## config.mk

```make
export PLATFORM = sky130hd
export DESIGN_NAME = mod_updown_counter
export DESIGN_NICKNAME = d
export VERILOG_FILES = /design/src/rtl/mod_updown_counter.sv
export SDC_FILE = /design/constraint.sdc
export NUM_CORES = 1
export LEC_CHECK = 0
export CAP_MARGIN = 20
export CORE_AREA = 2 2 39 41
export DETAILED_ROUTE_END_ITERATION = 10
export DIE_AREA = 0 0 41 43
export SLEW_MARGIN = 30
export SYNTH_ARGS = -nofsm -noshare
export SYNTH_HDL_FRONTEND = slang
export SYNTH_SLANG_ARGS = --single-unit
```

## constraint.sdc

```tcl
create_clock -name clk -period 2.55 [get_ports clk]
set_clock_uncertainty 0.1 [all_clocks]
set_input_delay 0.255 -clock clk [delete_from_list [all_inputs] [get_ports clk]]
set_output_delay 0.255 -clock clk [all_outputs]
set_load 0.03 [all_outputs]
```

## src/rtl/mod_updown_counter.sv

```systemverilog
// Synchronous up/down counter, range 0..MODULUS-1, with load, enable, wrap or saturate.
// Latency: one clk from sampled inputs to count/wrap/sat; tc is combinational.
// Backpressure: none; en is the only throttle, and tc feeds en of a cascaded stage.
//
// Ports:
//   clk       system clock, all state changes on its rising edge
//   reset     synchronous active-high reset (count=0, wrap=0, sat=0)
//   en        count enable
//   up_dn     direction, 1 = up, 0 = down
//   load      parallel load strobe, overrides en
//   load_val  value to load, clamped to MODULUS-1
//   count     registered counter value
//   tc        terminal count: enabled and about to pass a range end
//   wrap      registered one-cycle pulse after a wrap edge
//   sat       registered level while held at a range end (SATURATE=1 only)
module mod_updown_counter #(
    parameter int              WIDTH    = 4,
    parameter longint unsigned MODULUS  = 16,
    parameter int              SATURATE = 0
) (
    input  logic             clk,
    input  logic             reset,
    input  logic             en,
    input  logic             up_dn,
    input  logic             load,
    input  logic [WIDTH-1:0] load_val,
    output logic [WIDTH-1:0] count,
    output logic             tc,
    output logic             wrap,
    output logic             sat
);

    // Range limits carried in WIDTH+1 bits so MODULUS = 2**WIDTH needs no
    // special case: the top value is then all ones in the low WIDTH bits.
    localparam longint unsigned MAX_L    = MODULUS - 64'd1;
    localparam logic [WIDTH:0]  MAX_X    = MAX_L[WIDTH:0];
    localparam logic [WIDTH:0]  ZERO_X   = '0;
    localparam logic [WIDTH:0]  ONE_X    = {{WIDTH{1'b0}}, 1'b1};
    localparam bit              SAT_MODE = (SATURATE != 0);

    logic [WIDTH:0]   count_x;
    logic [WIDTH:0]   load_x;
    logic [WIDTH:0]   next_x;
    logic [WIDTH-1:0] count_d;
    logic             wrap_d;
    logic             sat_d;
    logic             at_top;
    logic             at_bot;

    assign count_x = {1'b0, count};
    assign load_x  = {1'b0, load_val};
    assign at_top  = (count_x == MAX_X);
    assign at_bot  = (count_x == ZERO_X);

    // Independent of load and SATURATE so a cascade sees a stable carry.
    assign tc = en & ((up_dn & at_top) | (~up_dn & at_bot));

    always_comb begin
        next_x = count_x;
        wrap_d = 1'b0;
        sat_d  = sat;
        if (load) begin
            next_x = (load_x > MAX_X) ? MAX_X : load_x;
            sat_d  = 1'b0;
        end else if (en) begin
            if (up_dn) begin
                if (!at_top) begin
                    next_x = count_x + ONE_X;
                    sat_d  = 1'b0;
                end else if (SAT_MODE) begin
                    sat_d = 1'b1;
                end else begin
                    next_x = ZERO_X;
                    wrap_d = 1'b1;
                end
            end else begin
                if (!at_bot) begin
                    next_x = count_x - ONE_X;
                    sat_d  = 1'b0;
                end else if (SAT_MODE) begin
                    sat_d = 1'b1;
                end else begin
                    next_x = MAX_X;
                    wrap_d = 1'b1;
                end
            end
        end
    end

    // Final reduction keeps count inside 0..MODULUS-1 whatever the path.
    assign count_d = (next_x > MAX_X) ? MAX_X[WIDTH-1:0] : next_x[WIDTH-1:0];

    always_ff @(posedge clk) begin
        if (reset) begin
            count <= '0;
            wrap  <= 1'b0;
            sat   <= 1'b0;
        end else begin
            count <= count_d;
            wrap  <= wrap_d;
            sat   <= sat_d;
        end
    end

endmodule
```

==> run metrics, run 1 <==
status=complete, no violations; total congestion overflow=0; area leader, netlist=dfxtp_1; initial DRC count=12; clk_lat worst skew=0.25 ns; fin. max-slew vios=0; WL per Instance=about 12 um; syn_area_per_cell=7.95 um^2; CP Cell Sequence=ha_1 > and3_1 > a22oi_1 > nor2_1 > clkdlybuf4s50_1; Top delay family on crit path=buffers and inverters; Final Setup Violations=0; Max IR drop VDD=roughly 0.13 mV; Post-synth EDFFs=0; Worst setup SP type=register; final setup TNS=0 ns; Post-CTS Setup Bufs=0; Slowest Stage Delay on Critical Path=around 0.67 ns; fmax=around 430 MHz; Post-Route WL=1050 um; Placement Rows=14; CTS clk-pin slew, worst paths=0.04 ns; H-tree levels=1; largest net degree at the start of global routing=10; CTS sink count=5; CTS Root Cell=clkbuf_4; share of cells above drive strength 1=between 10 and 15%; Multi-input gate area=294 um^2; I/O Buffers=14; Synth Register Bits=5; mapped cell area=429 um^2; Synth cell types=32; Ports=16; commonest non-fill, non-tap cell in the layout=clkdlybuf4s50_1; Pre-antenna DRT Iters=4; Overall Power=a little under 300 uW; Sequential Area=100 um^2; Slowest-stage cell, CP=clkdlybuf4s50_1; Tmin final=~2.3 ns; CTS Hold Bufs=0; main area contributors after synthesis=dfxtp_1 (23%), ha_1 (8.7%), a21oi_1 (4.7%), a31oi_1 (4.4%), o21ai_0 (3.5%); clk buf depth=2; Power Dens Cells=a little under 500 nW/um^2; Top FF cell, synth=dfxtp_1; Total GRT Usage=roughly 15%; critical setup path kind=reg -> out; Core Region=between 1000 and 1500 um^2; hold violation count in the final report=0; Min-Delay Path Class=in -> reg; Data required, critical path=roughly 2.2 ns; Routability Congestion=between 0.7 and 0.8; initial core utilization=between 30% and 40%; Synth top area share=around a quarter; most frequent cells in the layout=clkdlybuf4s50_1 (14), dfxtp_1 (5), inv_1 (4), nor2_1 (4), a21oi_1 (4); CTS tree=yes; Critical Path AT=between 1.5 and 2 ns; WP buf/inv=1; hpwl dp=between 800 and 900 um; critical path capture point type=primary output; Leakage=about 0.25 nW; DR vias=between 400 and 500; max_cap viols=0; Ys Warns=0; Vias/cell=roughly 5.3; Filler cells=~130; first-pass GRT wire length=1760 um; Num CTS Buffers=3; post-synthesis sequential area ratio=approximately a quarter; asr flop ratio synth=0%; Remaining DRCs=0; Syn Nets=66; Die Ht=roughly 43 um; Synth Instances=54; Final Cycle Share=92.1%; CP Max Fanout=8; vias in the first global route=between 400 and 500; Die Footprint=between 1500 and 2000 um^2; PostCTS Resize Cnt=0; antenna-violating nets left=0; die width=about 41 um; diodes inserted=0; RSZ-0062 raised after global routing=false; Final nets=slightly above 80; Area Growth Syn to Fin=42.3%; initial antenna violation count=0
==> power by group <==
group / total [mW] / internal, mW / switching [mW]
clock network: 0.0952 / 0.0594 / 0.0359
registers: 0.0956 / 0.0845 / 0.0110
logic: 0.104 / 0.0514 / 0.0524
==> per-stage QoR <==
| stage | instance area (um^2) | cells | setup WS [ns] | hold slack [ns] | util (%) |
|---|---|---|---|---|---|
| final | 611 | 86 | 0.201 | 0.524 | 44.1 |
| after floorplan | 429 | 54 | 0.683 | 0.224 | - |
| after global routing | 611 | 86 | 0.0635 | 0.587 | 44.1 |
| after CTS | 611 | 86 | 0.193 | 0.520 | 44.1 |
| after global placement | 584 | 82 | 0.350 | 0.549 | 42.2 |
| after detailed placement | 584 | 82 | 0.324 | 0.540 | 42.2 |
==> Yosys cell counts, types with 2 or more instances <==
cell	number
clkbuf_1	2
a31oi_1	3
ha_1	3
a21oi_1	4
o22ai_1	2
inv_1	4
o21ai_0	3
nor2_1	4
nand2_1	2
dfxtp_1	5
==> sequential cells by signal, summed over array words and instances (netlist names) <==
name and cells:
count 4, wrap 1
==> logic make-up (layout without fill, tap and decap cells) <==
logic type	after synthesis	after routing	synth area share [%]
buffers and inverters	8	24	8.16
DFF	5	5	23.3
other	1	1	0.874
adders and majority gates	3	3	8.75
and+or+nand+nor	15	15	20.4
AOI/OAI and AO/OA	19	19	31.5
xor gates and xnor gates	1	1	2.04
muxes	2	2	4.96
==> layer usage <==
metal  wire (um)  share of wire [%]  up-vias  GRT usage (%)
met1         479                 46      208           19.8
li1            -                  -      233              -
met3          34                3.2        4           3.14
met5           0                  0        -              0
met4          34                3.2        0           10.0
met2         499                 48       12           19.7
==> path summary, 6_finish.rpt <==
| path | to | start | cells after the start | slack (ns) |
|---|---|---|---|---|
| hold reg to reg | count[0]$_SDFF_PP0_ | count[0]$_SDFF_PP0_ | 2 | 0.55 |
| setup reg to reg | count[2]$_SDFF_PP0_ | count[0]$_SDFF_PP0_ | 6 | 0.82 |
| setup / recovery | tc | count[0]$_SDFF_PP0_ | 5 | 0.20 |
| hold / removal | count[1]$_SDFF_PP0_ | load_val[1] | 3 | 0.52 |
==> tightest hold or removal path: stages <==
cell and delay [ns]:
clkdlybuf4s50_1 0.40, nand2_1 0.07, a31oi_1 0.09
==> final cells by class <==
type | instances | area share (%)
clock buffers | 4 | 4.30
inverters | 4 | 2.46
multi-input cells | 41 | 48.2
flip-flops and latches | 5 | 16.4
well taps | 16 | 3.28
repair buffers | 16 | 25.4
Note: power is estimated with default switching activity, not from simulation.
==> run 2, diff against run 1 <==
--- a/config.mk
+++ b/config.mk
@@ -9,6 +9,7 @@
 export CORE_AREA = 2 2 39 41
 export DETAILED_ROUTE_END_ITERATION = 10
 export DIE_AREA = 0 0 41 43
+export PLACE_DENSITY = 0.72
 export SLEW_MARGIN = 30
 export SYNTH_ARGS = -nofsm -noshare
 export SYNTH_HDL_FRONTEND = slang
==> run metrics, run 2 (synthesis gave the netlist of run 1 again) <==
hpwl dp=791 um (-5.8%); PostCTS Resize Cnt=0 (unchanged); final hold slack=0.491 ns (-0.0332 ns); max_cap viols=0 (unchanged); final setup TNS=0 ns (unchanged); FF-to-FF End=count[2]$_SDFF_PP0_; Final nets=83 (unchanged); CTS tree=yes; Placement Rows=14 (unchanged); Vias/cell=5.13 (-3.5%); Ports=16 (unchanged); critical setup path kind=reg -> out; Top reg by flops=count; initial core utilization=31.0% (unchanged); Pre-antenna DRT Iters=4 (unchanged); I/O Buffers=14 (unchanged); clk buf depth=2 (unchanged); diodes inserted=0 (unchanged); post-route insts no fill=86 (unchanged); fmax=421 MHz (-1.1%); Tmin final=2.38 ns (+0.0259 ns); CTS clk-pin slew, worst paths=0.05 ns (about the same); fin. max-slew vios=0 (unchanged); Top Registers=count (4), wrap (1); hold path depth=3 (unchanged); CTS Hold Bufs=0 (unchanged); largest net degree at the start of global routing=10 (unchanged); Power Dens Cells=478 nW/um^2 (-1.0%); RSZ-0062 raised after global routing=false; Total GRT Usage=13.6% (-1.0 points); Final Cycle Share=93.1% (+1.0 points); CTS Root Cell=clkbuf_4; Hold EP=count[1]$_SDFF_PP0_; placed cells=82 (unchanged); total congestion overflow=0 (unchanged); Overall Power=292 uW (-1.0%); Worst setup SP type=register; H-tree levels=1 (unchanged); Core Region=1380 um^2 (unchanged); min-delay src=load_val[1]; most frequent cells in the layout=clkdlybuf4s50_1 (14), dfxtp_1 (5), inv_1 (4), nor2_1 (4), a21oi_1 (4); clk_lat worst skew=0.25 ns (about the same); Layout Utilization=44.1% (unchanged); CTS sink count=5 (unchanged); initial DRC count=5 (-7); Num CTS Buffers=3 (unchanged); Post-CTS Setup Bufs=0 (unchanged); share of cells above drive strength 1=14.3% (unchanged); hold violation count in the final report=0 (unchanged); Die Ht=43 um (unchanged); internal reg-to-reg setup slack=0.81 ns (about the same); vias in the first global route=401 (-2.2%); FF-to-FF Start=count[0]$_SDFF_PP0_; Min-Delay Path Class=in -> reg; Routability Congestion=0.751 (-4.7%); Data required, critical path=2.19 ns (about the same); antenna-violating nets left=0 (unchanged); R2R cell count=6 (unchanged); Max IR drop VDD=0.304 mV (+130%); Post-Route WL=990 um (-5.4%); initial antenna violation count=0 (unchanged); Leakage=0.246 nW (unchanged); Filler cells=133 (+0.76%); die width=41 um (unchanged); first-pass GRT wire length=1660 um (-5.9%); critical path capture point type=primary output; Final Setup Violations=0 (unchanged); Area Growth Syn to Fin=42.3% (unchanged); Remaining DRCs=0 (unchanged); status=complete, no violations; Critical Path AT=2.02 ns (+0.03 ns); Die Footprint=1760 um^2 (unchanged); CP Max Fanout=8 (unchanged); DR vias=441 (-3.5%); commonest non-fill, non-tap cell in the layout=clkdlybuf4s50_1; WL per Instance=11.5 um (-5.4%); Largest register FFs=4 (unchanged)
## run 2: cell counts in the layout (fill, tap and decap cells not counted)
No cell type changed its count.
## run 2: layout make-up
class	instances	area, um^2	share of cell area, %
Sequential cell	5	100	16.4
Tap cell	16	20.0	3.28
Inverter	4	15.0	2.46
Clock buffer	4	26.3	4.30
Timing Repair Buffer	16	155	25.4
Multi-Input combinational cell	41	294	48.2
## run 2: stage by stage
stage | setup slack, ns | area [um^2]
3_3_place_gp | 0.364 | 584
5_1_grt | 0.0328 | 611
4_1_cts | 0.171 | 611
3_5_place_dp | 0.341 | 584
2_1_floorplan | 0.683 | 429
6_report | 0.175 | 611
## run 2: critical path, cell delays in order (launching register included)
cell and delay [ns]:
dfxtp_1 0.45, ha_1 0.25, and3_1 0.19, a22oi_1 0.10, nor2_1 0.11, clkdlybuf4s50_1 0.67
## run 2: per-layer routing
| layer | wire length (um) | GRT usage (%) | up-vias |
|---|---|---|---|
| met4 | 0 | 2.00 | 0 |
| li1 | - | - | 229 |
| met5 | 0 | 0 | - |
| met3 | 48 | 7.85 | 0 |
| met1 | 431 | 19.4 | 201 |
| met2 | 509 | 17.8 | 11 |
## run 2: where the power goes
part | switching (mW) | internal (mW)
Clock | 0.0338 | 0.0592
Combinational | 0.0516 | 0.0514
Sequential | 0.0110 | 0.0846
## run 2: worst max path at each step
stage	cells after the start	slack, ns	from	endpoint
final	5	0.17	count[0]$_SDFF_PP0_	tc
after global routing	5	0.03	count[0]$_SDFF_PP0_	tc
after CTS	5	0.17	count[0]$_SDFF_PP0_	tc
after detailed placement	5	0.34	up_dn	tc
after global placement	5	0.36	up_dn	tc
after floorplan	4	0.68	count[0]$_SDFF_PP0_	tc
